File: src/rtl/keypad_pkg.sv
// rtl/keypad_pkg.sv - shared constants and types for the keypad entry controller
//
// Purpose : key code constants, FSM state encoding, BCD word width and a
//           digit classifier shared by keypad_entry_ctrl and its sub-module.
// Ports   : none (package).

package keypad_pkg;

  localparam int BCD_W = 16;

  localparam logic [3:0] KEY_BKSP = 4'hA;
  localparam logic [3:0] KEY_CLR  = 4'hB;
  localparam logic [3:0] KEY_ENT  = 4'hC;

  typedef enum logic {
    IDLE  = 1'b0,
    ENTRY = 1'b1
  } state_e;

  function automatic logic is_digit(input logic [3:0] code);
    return code <= 4'd9;
  endfunction

endpackage

File: src/rtl/key_event_sync.sv
// rtl/key_event_sync.sv - key-down synchronizer, edge detect and hold-off
//
// Purpose : brings the asynchronous scanner key-down level into the clk
//           domain, turns its rising edge into a single-cycle key_evt and
//           suppresses further events for DEBOUNCE_CYC cycles.
// Ports   : clk, reset (async, active low)
//           key_num[3:0]  scanner key code, stable while key_pressed=1
//           key_pressed   scanner key-down level (asynchronous)
//           key_evt       one-cycle accepted key event
//           key_code[3:0] key code belonging to key_evt

module key_event_sync #(
  parameter int DEBOUNCE_CYC = 50000
) (
  input  logic       clk,
  input  logic       reset,
  input  logic [3:0] key_num,
  input  logic       key_pressed,
  output logic       key_evt,
  output logic [3:0] key_code
);

  localparam int HW = (DEBOUNCE_CYC > 1) ? $clog2(DEBOUNCE_CYC) : 1;

  logic          sync1_q, sync2_q, prev_q;
  logic [HW-1:0] hold_q;
  logic [3:0]    code_q;

  // The rising edge is seen on sync2 one cycle after sync1; key_num is
  // captured on the edge where sync1 rises so it is ready with key_evt.
  assign key_evt  = sync2_q & ~prev_q & (hold_q == '0);
  assign key_code = code_q;

  always_ff @(posedge clk or negedge reset) begin
    if (!reset) begin
      sync1_q <= 1'b0;
      sync2_q <= 1'b0;
      prev_q  <= 1'b0;
      hold_q  <= '0;
      code_q  <= '0;
    end else begin
      sync1_q <= key_pressed;
      sync2_q <= sync1_q;
      prev_q  <= sync2_q;
      if (sync1_q && !sync2_q) begin
        code_q <= key_num;
      end
      if (key_evt) begin
        hold_q <= HW'(DEBOUNCE_CYC - 1);
      end else if (hold_q != '0) begin
        hold_q <= hold_q - 1'b1;
      end
    end
  end

endmodule

File: src/rtl/keypad_entry_ctrl.sv
// rtl/keypad_entry_ctrl.sv - 4-digit BCD keypad entry editor and commit logic
//
// Purpose : edits a 4-digit BCD entry from scanner key events (digits,
//           backspace, clear, enter), drives the seven-segment BCD/DOT/BI
//           inputs and commits the entry with a one-cycle value_valid.
// Ports   : clk, reset (async, active low)
//           key_num[3:0], key_pressed          from the keyboard scanner
//           bcd_out[15:0], dot_out[3:0], bi_out to the seven-segment driver
//           value_out[15:0], value_valid       committed value and strobe
//           digit_count[2:0]                   digits held in the entry
//           overflow, timeout                  one-cycle status pulses
//           press_cnt[3:0]                     accepted-event counter
// Config  : define CURSOR_BLINK_EN to blink the cursor dot in ENTRY.

module keypad_entry_ctrl
  import keypad_pkg::*;
#(
  parameter int DEBOUNCE_CYC = 50000,
  parameter int TIMEOUT_CYC  = 250000000,
  parameter int BLINK_CYC    = 12500000
) (
  input  logic             clk,
  input  logic             reset,
  input  logic [3:0]       key_num,
  input  logic             key_pressed,
  output logic [BCD_W-1:0] bcd_out,
  output logic [3:0]       dot_out,
  output logic             bi_out,
  output logic [BCD_W-1:0] value_out,
  output logic             value_valid,
  output logic [2:0]       digit_count,
  output logic             overflow,
  output logic             timeout,
  output logic [3:0]       press_cnt
);

  localparam int TW = (TIMEOUT_CYC > 1) ? $clog2(TIMEOUT_CYC) : 1;

  logic       key_evt;
  logic [3:0] key_code;
  logic       cursor_on;

  state_e           state_q, state_d;
  logic [BCD_W-1:0] buf_q, buf_d, value_q, value_d;
  logic [2:0]       cnt_q, cnt_d;
  logic             vv_q, vv_d, ov_q, ov_d, to_q, to_d;
  logic [TW-1:0]    tmr_q, tmr_d;
  logic [3:0]       press_q, press_d;

  key_event_sync #(
    .DEBOUNCE_CYC (DEBOUNCE_CYC)
  ) u_key_event_sync (
    .clk         (clk),
    .reset       (reset),
    .key_num     (key_num),
    .key_pressed (key_pressed),
    .key_evt     (key_evt),
    .key_code    (key_code)
  );

  always_ff @(posedge clk or negedge reset) begin
    if (!reset) begin
      state_q <= IDLE;
      buf_q   <= '0;
      value_q <= '0;
      cnt_q   <= '0;
      vv_q    <= 1'b0;
      ov_q    <= 1'b0;
      to_q    <= 1'b0;
      tmr_q   <= '0;
      press_q <= '0;
    end else begin
      state_q <= state_d;
      buf_q   <= buf_d;
      value_q <= value_d;
      cnt_q   <= cnt_d;
      vv_q    <= vv_d;
      ov_q    <= ov_d;
      to_q    <= to_d;
      tmr_q   <= tmr_d;
      press_q <= press_d;
    end
  end

  always_comb begin
    state_d = state_q;
    buf_d   = buf_q;
    value_d = value_q;
    cnt_d   = cnt_q;
    vv_d    = 1'b0;
    ov_d    = 1'b0;
    to_d    = 1'b0;
    tmr_d   = tmr_q;
    press_d = press_q;

    // A key event takes priority over a timer expiring in the same cycle.
    if (key_evt) begin
      press_d = press_q + 4'd1;
      tmr_d   = TW'(TIMEOUT_CYC - 1);
      case (state_q)
        IDLE: begin
          if (is_digit(key_code)) begin
            buf_d   = {12'h000, key_code};
            cnt_d   = 3'd1;
            state_d = ENTRY;
          end
        end
        default: begin
          if (is_digit(key_code)) begin
            if (cnt_q == 3'd4) begin
              ov_d = 1'b1;
            end else begin
              buf_d = {buf_q[11:0], key_code};
              cnt_d = cnt_q + 3'd1;
            end
          end else begin
            case (key_code)
              KEY_BKSP: begin
                buf_d = {4'h0, buf_q[15:4]};
                cnt_d = cnt_q - 3'd1;
                if (cnt_q == 3'd1) begin
                  state_d = IDLE;
                end
              end
              KEY_CLR: begin
                buf_d   = '0;
                cnt_d   = '0;
                state_d = IDLE;
              end
              KEY_ENT: begin
                value_d = buf_q;
                vv_d    = 1'b1;
                buf_d   = '0;
                cnt_d   = '0;
                state_d = IDLE;
              end
              default: ;
            endcase
          end
        end
      endcase
    end else if (state_q == ENTRY) begin
      if (tmr_q == '0) begin
        buf_d   = '0;
        cnt_d   = '0;
        to_d    = 1'b1;
        state_d = IDLE;
      end else begin
        tmr_d = tmr_q - 1'b1;
      end
    end
  end

`ifdef CURSOR_BLINK_EN
  localparam int BW = (BLINK_CYC > 1) ? $clog2(BLINK_CYC) : 1;

  logic [BW-1:0] blink_cnt_q;
  logic          blink_on_q;

  always_ff @(posedge clk or negedge reset) begin
    if (!reset) begin
      blink_cnt_q <= '0;
      blink_on_q  <= 1'b1;
    end else if (key_evt) begin
      blink_cnt_q <= BW'(BLINK_CYC - 1);
      blink_on_q  <= 1'b1;
    end else if (state_q == ENTRY) begin
      if (blink_cnt_q == '0) begin
        blink_cnt_q <= BW'(BLINK_CYC - 1);
        blink_on_q  <= ~blink_on_q;
      end else begin
        blink_cnt_q <= blink_cnt_q - 1'b1;
      end
    end
  end

  assign cursor_on = blink_on_q;
`else
  assign cursor_on = 1'b1;
`endif

  // In ENTRY the count is always 1..4, so the cursor shift never underflows.
  assign bcd_out     = (state_q == ENTRY) ? buf_q : value_q;
  assign dot_out     = (state_q == ENTRY) ? ((4'b0001 << (cnt_q - 3'd1)) & {4{cursor_on}})
                                          : 4'b0000;
  assign bi_out      = 1'b0;
  assign value_out   = value_q;
  assign value_valid = vv_q;
  assign digit_count = cnt_q;
  assign overflow    = ov_q;
  assign timeout     = to_q;
  assign press_cnt   = press_q;

endmodule

File: config.mk
export PLATFORM = sky130hd
export DESIGN_NAME = keypad_entry_ctrl
export DESIGN_NICKNAME = d
export VERILOG_FILES = /design/src/rtl/keypad_pkg.sv /design/src/rtl/key_event_sync.sv /design/src/rtl/keypad_entry_ctrl.sv
export SDC_FILE = /design/constraint.sdc
export NUM_CORES = 1
export LEC_CHECK = 0
export ABC_AREA = 0
export CORE_ASPECT_RATIO = 0.7
export CORE_UTILIZATION = 57
export DETAILED_ROUTE_END_ITERATION = 12
export GPL_TIMING_DRIVEN = 0
export PLACE_DENSITY_LB_ADDON = 0.12
export SYNTH_ARGS = -nofsm -noshare
export SYNTH_HDL_FRONTEND = slang
export SYNTH_SLANG_ARGS = --single-unit
File: constraint.sdc
create_clock -name clk -period 2.9 [get_ports clk]
set_clock_uncertainty 0.2 [all_clocks]
set_input_delay 0.58 -clock clk [delete_from_list [all_inputs] [get_ports clk]]
set_output_delay 0.58 -clock clk [all_outputs]
set_load 0.01 [all_outputs]
### Yosys cells after proc, flatten, opt, wreduce, memory -nomap -nowiden

Index checks and enable logic that the tools add are counted.

| storage, ports and cells | value |
|---|---|
| flip-flop bits (word level) | 94 |
| logic and storage cells | 88 |

| operators by class | value |
|---|---|
| reduce and logical (&&, ||, !) cells | 13 |
| multiplexer cells | 42 |
| bitwise operators | 4 |
| $lt $le $gt $ge | 1 |
| eq/ne operators | 8 |
| shift operators | 1 |
| add/subtract/negate cells | 5 |

Operators by type and width:

| cell | count |
|---|---|
| 16-bit two-way mux | 10 |
| 28-bit two-way mux | 3 |
| 16-bit one-hot mux with 2 select lines | 1 |
| 28-bit zero test | 1 |
| 28-bit by 1-bit subtractor with 28-bit output (second input constant) | 1 |
| 3-bit two-way mux | 7 |
| 1-bit two-way mux | 18 |
| 16-bit zero test | 1 |
| 16-bit nonzero test | 1 |
| 16-bit by 1-bit subtractor with 16-bit output (second input constant) | 1 |
| 4-bit == test (second input constant) | 3 |
| 2-bit nonzero test | 4 |
| 3-bit one-hot mux with 2 select lines | 1 |
| 5-bit AND reduction | 1 |
| 4-bit by 1-bit adder with 4-bit output (second input constant) | 1 |
| 4-bit less-or-equal comparator (second input constant) | 1 |
| 4-bit two-way mux | 1 |
| 4-bit by 2-bit inequality test with 1-bit output (second input constant) | 1 |
| 4-bit inequality test (second input constant) | 1 |
| 4-bit AND reduction | 1 |
| 1-bit by 3-bit << shifter with 4-bit output (first input constant) | 1 |
| 3-bit by 1-bit adder with 3-bit output (second input constant) | 1 |
| 3-bit by 1-bit == test with 1-bit output (second input constant) | 1 |
| 3-bit == test (second input constant) | 1 |
| other kinds (9) | 11 |

### Longest topological paths before layout

Gate-level depths: netlist of the first run.

| logic depth | value |
|---|---|
| word-level depth | 6 |
| depth in mapped cells | 9 |
| mapped depth without buffers | 7 |

### Hierarchy

A second synthesis of the first run with hierarchy kept.

| unflattened totals | value |
|---|---|
| cell total of the unflattened synthesis | 464 |
| area, all modules | 4962.3 um2 |

Modules (own cells, without submodules):

| module | area an instance (um2) | times used | seq. area each (um2) | cells each |
|---|---|---|---|---|
| keypad_entry_ctrl | 3839.9 | 1 | 1776.7 | 367 |
| key_event_sync | 1122.3 | 1 | 575.6 | 97 |

### Least setup slack after synthesis of the first run

OpenSTA, ideal clock, no wires.

| path | value |
|---|---|
| path type | reg-to-reg |
| start point | reg tmr_q[0] |
| end point | reg buf_q[10] |
| cell stages (with the launch flop) | 10 |
| setup time | 130 ps |
| arrival time | 2316 ps |
| clock period less this slack | 2646 ps |
| slack | 254 ps |
| path through | dfrtp_1 inv_1 ha_1 or3b_2 or4_1 buf_2 a211oi_4 a21oi_2 buf_6 o2bb2ai_1 |

| between the ends | value |
|---|---|
| longest elaborated chain between the ends | 3 |

Ends and longest elaborated chain:

| item | RTL line | source |
|---|---|---|
| start: declaration | keypad_entry_ctrl.sv:47 | `logic [TW-1:0] tmr_q, tmr_d;` |
| start signal: assignment | keypad_entry_ctrl.sv:80 | `tmr_q <= tmr_d;` |
| 28-bit zero test | keypad_entry_ctrl.sv:143 | `if (tmr_q == '0) begin` |
| 2-bit nonzero test (no source line) | -- |  |
| 5-bit AND reduction (no source line) | -- |  |
| end signal: assignment | keypad_entry_ctrl.sv:74 | `buf_q <= buf_d;` |
| end: declaration | keypad_entry_ctrl.sv:44 | `logic [BCD_W-1:0] buf_q, buf_d, value_q, value_d;` |

Every way passes these cells.
A chain may end at the register's enable or synchronous reset.

### Worst setup path after layout of the first run

| path | value |
|---|---|
| start point | reg tmr_q[24] |
| end point | reg buf_q[4] |

Same word-level chain as after synthesis.

==> results.py, run 1 <==
metrics = {
    "cells_and_area": {
        "drive_gt1_frac": 0.229,
        "nFillCells": 595,
        "diodes": 0,
        "synthToLayoutAreaGrowth_pct": 27.1,
        "final_nets": 576,
    },
    "global_routing": {
        "track_usage": 0.294,
        "grt_pass1_wl_mm": 20.7,
        "grt_max_degree": 49,
        "grt_pass1_vias": 4015,
        "antenna_found_initial": 0,
        "grt_overflow": 0,
    },
    "yosys": {
        "asyncSetResetFlopFracSynth": 1.00,
        "synth-simple-area-share": 0.195,
        "ys_seq_area_frac": 0.470,
        "synth-xor-area-share": 0.0350,
        "ys.flop_type": "dfrtp_1",
        "syn_area_sq_um": 5000,
        "yosys_warnings": 0,
        "yosys_register_bits": 94,
        "synth_fa_ha_area_frac": 0.0275,
        "synthMuxAreaShare": 0.0908,
        "synth_compound_area_frac": 0.155,
        "synth_top_family_by_area": "simple AND/OR/NAND/NOR gates",
        "syn_avg_cell_area_sq_um": 10.5,
        "synth_cells": 478,
        "synth_cell_type_count": 63,
        "synth_edf_count": 0,
        "synth_fp_nets": 496,
    },
    "pwr": {
        "clockPowerShare": 0.313,
        "ir_drop_uv": 474,
        "power_density_nw_per_um2": 633,
        "power_leakage_nw": 2.65,
        "p_total_mw": 4.03,
        "p_switching_mw": 1.34,
        "p_int_mw": 2.68,
        "p_comb_frac": 0.239,
        "power_frac_seq": 0.448,
        "p_sw_frac": 0.334,
    },
    "hold_path": {
        "min_path_type": "in2async",
    },
    "clocking": {
        "cts.sinks": 94,
        "cts-root-buf": "clkbuf_16",
        "cts_made_buffers": 9,
        "clk-insertion-delay-late_ns": 0.35,
        "clk_pin_slew_ns": 0.06,
        "cts_tree": "built",
        "clk_path_buf_depth": 2,
        "htree_levels": 3,
    },
    "status": {
        "status": "finished, violations left",
        "violations": "negative setup slack",
    },
    "detailed_routing": {
        "wire_per_inst_um": 19.1,
        "ant_nets": 0,
        "drtIter0Drc": 310,
        "via_per_inst": 6.29,
        "routed_wirelength_mm": 13.0,
        "vias": 4296,
        "first_pass_iters": 5,
        "route.detailed.drc": 0,
    },
    "timing": {
        "slew_headroom": 0.496,
        "setup_violations": 5,
        "fin_crit_sh": 1.01,
        "tightestPinTransition_ns": 0.750,
        "fin_ws_ns": -0.0159,
        "min_period_ns": 2.92,
        "rsz0062_at_grt": "true",
        "fmax_ghz": 0.343,
        "drv_slew": 0,
        "finalHoldViolCount": 0,
    },
    "critical_path": {
        "start_kind": "flip-flop",
        "cp.arrival_ns": 2.94,
        "cp.depth": 8,
        "critPathSlowestCell": "or4_4",
        "worstSetupPathType": "reg2reg",
        "crit_required_ns": 2.93,
        "path_common_cell": "buf_6",
        "path_buf_inv": 3,
        "rr_endpoint": "buf_q[4]",
        "r2r_slack_ns": -0.02,
        "endpoint": "buf_q[4]",
        "rr_startpoint": "tmr_q[24]",
        "cp-end-kind": "flip-flop",
        "max_stage_delay_ns": 0.54,
        "crit_start": "tmr_q[24]",
        "critPathTopFamily": "simple AND/OR/NAND/NOR gates",
        "r2r_cells": 8,
        "crit_chain": "or4_4 -> buf_6 -> or4_4 -> buf_6 -> a211oi_4 -> a21oi_4 -> buf_6 -> o2bb2ai_4",
        "path_max_fanout": 6,
    },
    "floorplanning": {
        "die_w_um": 114,
        "ios": 54,
        "dieArea_sq_um": 9170,
        "initial_core_util": 0.590,
        "fp.dieH_um": 80.4,
        "rows": 28,
        "core_area_sq_um": 8480,
    },
    "flow_run": {
        "drv_cap": 0,
    },
    "placement": {
        "place_ws_ns": -0.180,
        "place.gp.congestion": 0.901,
        "hpwl_mm": 8.77,
        "port_buffers": 52,
    },
}
[cells by family (layout without fill, tap and decap cells)]
logic type / count (synthesis) / in the layout
and+or+nand+nor: 174 / 174
AOI/OAI and AO/OA: 107 / 108
DFF: 94 / 94
muxes: 41 / 41
buffers and inverters: 30 / 114
xor gates and xnor gates: 20 / 20
adders and majority gates: 11 / 11
other: 1 / 1
[how the worst min path moves through the flow]
stage                        startpoint                       end  slack, ns
2_1_floorplan                     reset                  buf_q[0]       0.08
3_3_place_gp   u_key_event_sync.sync1_q  u_key_event_sync.sync2_q       0.16
3_5_place_dp   u_key_event_sync.sync1_q  u_key_event_sync.sync2_q       0.17
4_1_cts                           reset                 tmr_q[24]       0.08
5_1_grt                           reset                 tmr_q[18]       0.10
6_report                          reset                 tmr_q[24]       0.04
[power groups by stage]
stage	Sequential (mW)	Combinational, mW	Clock, mW
4_1_cts	1.79	0.875	1.27
3_5_place_dp	1.80	0.859	0
2_1_floorplan	1.73	0.647	0
3_3_place_gp	1.78	0.812	0
6_report	1.81	0.961	1.26
5_1_grt	1.84	1.06	1.31
[final cells by class]
cell class	instances	area [sq um]	share of cell area
tap	120	150	0.0236
sequential	94	2350	0.370
buffer	18	114	0.0179
clock buffer	11	233	0.0366
multi-input combinational	355	2720	0.427
timing repair buffer	68	662	0.104
clock inverter	5	83.8	0.0132
inverter	12	45.0	0.00708
[placed cells by master, fill, tap and decap left out, types with 10 or more instances in the layout]
cell type,count
mux2_2,35
dfrtp_1,92
nand3_1,15
buf_4,18
xnor2_1,15
or4_1,10
clkbuf_1,11
a21oi_1,21
nor2_1,29
nand2_1,31
ha_1,10
o21ai_0,20
and3_1,13
nor3_1,14
clkdlybuf4s50_1,51
inv_1,10
[metrics by stage]
step                       util  hold WS [ns]  setup TNS (ns)  instances  instance area (sq um)
final                     0.750        0.0404         -0.0218        683                   6360
after global routing      0.750         0.102          -0.584        683                   6360
after CTS                 0.720        0.0764               0        671                   6110
after detailed placement  0.672         0.169           -3.96        651                   5700
after global placement    0.669         0.160         -234.38        650                   5680
after floorplan               -        0.0844               0        478                   5000
[Yosys cell counts, drive strengths merged, types with 3 or more instances]
master,n,share of area
mux2i,6,0.012
nor2b,3,0.0038
xor2,4,0.0070
o21a,5,0.0075
nand2,32,0.024
a22o,9,0.018
a31oi,4,0.0050
a21oi,22,0.023
nor2,30,0.023
a211oi,8,0.015
nand2b,6,0.0075
or4,14,0.023
and3,13,0.016
o21ai,22,0.024
mux2,35,0.079
a2111oi,5,0.011
dfrtp,94,0.47
inv,12,0.0090
nand3,15,0.015
nand4,4,0.0050
o31ai,4,0.0060
o211ai,3,0.0045
or3,9,0.011
o2bb2ai,11,0.019
buf,8,0.0097
clkbuf,10,0.0075
xnor2,16,0.028
nor3,15,0.015
o22ai,3,0.0038
nand4b,3,0.0053
ha,11,0.027
nor4,16,0.024
[state kept, by name (all words and copies together) (netlist names), 3 cells and up]
signal and cells:
digit_count 3, value_out 16, u_key_event_sync.hold_q 16, press_cnt 4
buf_q 16, u_key_event_sync.key_code 4, tmr_q 28
[routing by layer]
layer,wire length [um],track usage,vias to the layer above
li1,-,-,1968
met4,128,0.0494,0
met5,0,0,-
met2,5870,0.436,182
met1,6010,0.435,2128
met3,1020,0.0800,18
[timing repair]
action,in CTS,in global routing
hold buffers,0,0
setup buffers,2,12
resized for setup,21,28
pin swaps,1,11
cloned,2,0
setup endpoints to repair,49,52
Note: power is estimated with default switching activity, not from simulation.
==> run 2, diff against run 1 <==
--- a/config.mk
+++ b/config.mk
@@ -11,6 +11,7 @@
 export DETAILED_ROUTE_END_ITERATION = 12
 export GPL_TIMING_DRIVEN = 0
 export PLACE_DENSITY_LB_ADDON = 0.12
+export SETUP_SLACK_MARGIN = 0.4
 export SYNTH_ARGS = -nofsm -noshare
 export SYNTH_HDL_FRONTEND = slang
 export SYNTH_SLANG_ARGS = --single-unit
==> run 2 against run 1 <==
  * The flow finishes with violations (negative hold slack)
  * Count of clock-buffer cells in the layout rose by 1
  * Clock power barely moved
  * Global-route usage rose by 2.2 points
  * Cell area rose by 4.4%
  * Register-to-register slack improved by 0.10 ns
  * Final cell count rose by 2.0%
  * Routed wire length rose by 6.8%
==> results.py, run 2 (synthesis gave the netlist of run 1 again) <==
metrics = {
    "cells_and_area": {
        "largest_reg_flops": 28,
        "final_cell_mix": "dfrtp_1, mux2_2, nand2_1, clkdlybuf4s50_1, buf_4",
        "multi_input_area_sq_um": 2880,
        "regMostFlops": "tmr_q",
        "nFillCells": 552,
        "diodes": 0,
        "synthToLayoutAreaGrowth_pct": 32.7,
        "final_nets": 590,
        "seqCellArea_sq_um": 2360,
        "layout_commonest_cell": "dfrtp_1",
        "drive_gt1_frac": 0.291,
    },
    "pwr": {
        "ir_drop_uv": 487,
        "p_sw_frac": 0.353,
        "clockPowerShare": 0.299,
        "p_int_mw": 2.72,
        "p_total_mw": 4.21,
        "power_frac_seq": 0.442,
        "p_comb_frac": 0.259,
        "power_density_nw_per_um2": 633,
        "p_switching_mw": 1.49,
        "power_leakage_nw": 2.88,
    },
    "critical_path": {
        "cp-end-kind": "flip-flop",
        "crit_chain": "or4_4 -> buf_6 -> or4_4 -> buf_6 -> a211oi_4 -> a21oi_4 -> buf_6 -> o2bb2ai_1",
        "cp.arrival_ns": 2.84,
        "crit_required_ns": 2.92,
        "path_max_fanout": 6,
        "worstSetupPathType": "reg2reg",
        "path_common_cell": "buf_6",
        "start_kind": "flip-flop",
        "max_stage_delay_ns": 0.53,
        "critPathSlowestCell": "or4_4",
    },
    "timing": {
        "fin_ws_ns": 0.0872,
        "setup_violations": 0,
        "rsz0062_at_grt": "true",
        "drv_slew": 0,
        "fin_crit_sh": 0.970,
        "finalHoldViolCount": 12,
        "slew_headroom": 0.421,
        "fin_tns_setup_ns": 0,
        "min_period_ns": 2.81,
        "fmax_ghz": 0.356,
        "whs_ns": -0.0117,
        "tightestPinTransition_ns": 0.861,
    },
    "detailed_routing": {
        "drt-met1-wl_mm": 6.21,
        "ant_nets": 0,
        "first_pass_iters": 5,
        "route.detailed.drc": 0,
        "route.met2.wl_mm": 6.33,
        "met3_wirelength_mm": 1.18,
        "vias": 4356,
        "maxUsedRoutingLayer": "met4",
        "routed_wirelength_mm": 13.9,
        "drtIter0Drc": 460,
        "via_per_inst": 6.25,
        "wire_per_inst_um": 20.0,
    },
    "placement": {
        "place.gp.congestion": 0.899,
        "place_ws_ns": -0.192,
        "port_buffers": 52,
        "hpwl_mm": 8.83,
    },
    "clocking": {
        "ctsHoldBuffers": 0,
        "clk-insertion-delay-late_ns": 0.35,
        "clk_pin_slew_ns": 0.06,
        "cts.sinks": 94,
        "cts-root-buf": "clkbuf_16",
        "cts_tree": "built",
        "clk_path_buf_depth": 2,
        "cts_made_buffers": 9,
        "htree_levels": 3,
    },
    "global_routing": {
        "grt_overflow": 0,
        "track_usage": 0.316,
        "grt_pass1_wl_mm": 21.9,
        "grt_max_degree": 60,
        "grt_pass1_vias": 4282,
        "antenna_found_initial": 0,
    },
    "floorplanning": {
        "core_area_sq_um": 8480,
        "fp.dieH_um": 80.4,
        "initial_core_util": 0.590,
        "die_w_um": 114,
        "rows": 28,
        "ios": 54,
        "dieArea_sq_um": 9170,
    },
    "status": {
        "status": "finished, violations left",
        "violations": "negative hold slack",
    },
    "hold_path": {
        "min_path_type": "in2async",
    },
    "flow_run": {
        "drv_cap": 0,
    },
}
## run 2: changes by cell type in the layout (fill, tap and decap cells not counted), moves of 4 or more
cell / previous run / this run
nor2_2: 0 / 6
clkdlybuf4s50_1: 51 / 31
nor4_4: 0 / 6
buf_4: 18 / 28
buf_6: 5 / 9
dlygate4sd2_1: 0 / 19
or4_4: 4 / 8
or4_1: 10 / 6
nor2_1: 29 / 23
## run 2: layer usage
metal	up-vias	global-route usage
li1	1995	-
met1	2124	0.438
met2	212	0.485
met3	25	0.0958
met4	0	0.0753
met5	-	0
## run 2: power groups by stage
stage / sequential (mW) / combinational [mW] / clock (mW)
2_1_floorplan: 1.74 / 0.658 / 0
3_3_place_gp: 1.79 / 0.821 / 0
3_5_place_dp: 1.81 / 0.873 / 0
4_1_cts: 1.81 / 0.979 / 1.26
5_1_grt: 1.89 / 1.19 / 1.32
6_report: 1.86 / 1.09 / 1.26
## run 2: path summary, 6_finish.rpt
| kind | start | end | slack [ns] | cells past startpoint |
|---|---|---|---|---|
| worst max-delay path | tmr_q[25] | buf_q[8] | 0.09 | 8 |
| min in group clk | u_key_event_sync.sync1_q | u_key_event_sync.sync2_q | 0.18 | 0 |
| worst max register to register | tmr_q[25] | buf_q[8] | 0.09 | 8 |
| max in group asynchronous | reset | digit_count[1] | 1.84 | 2 |
| worst min-delay path | reset | tmr_q[24] | -0.01 | 1 |
| worst min register to register | u_key_event_sync.sync1_q | u_key_event_sync.sync2_q | 0.18 | 0 |
## run 2: worst max-delay path, delay by kind of cell, from the launching register on
kind,cells,cell delay (ns)
buffers and inverters,3,0.48
AO/OA/AOI/OAI,3,0.56
flip-flops,1,0.38
AND/OR/NAND/NOR,2,1.06
## run 2: metrics by stage
| step | cell area [sq um] | util | cells |
|---|---|---|---|
| global route | 6640 | 0.783 | 697 |
| finish | 6640 | 0.783 | 697 |
| floorplan | 5050 | - | 478 |
| global placement | 5720 | 0.675 | 650 |
| detailed placement | 5750 | 0.678 | 651 |
| CTS | 6400 | 0.755 | 687 |
## run 2: cell type report
type	count	share of cell area
buffer	18	0.0205
clock buffer	12	0.0401
clock inverter	4	0.00791
inverter	12	0.00716
multi-input combinational	355	0.433
sequential	94	0.355
tap	120	0.0226
timing repair buffer	82	0.114
## run 2: timing repair
| item | CTS | global route |
|---|---|---|
| gates resized for setup | 72 | 33 |
| endpoints found under the setup margin | 94 | 75 |
| cloned | 2 | 0 |
| buffers inserted | 18 | 10 |
| pin swaps | 11 | 12 |
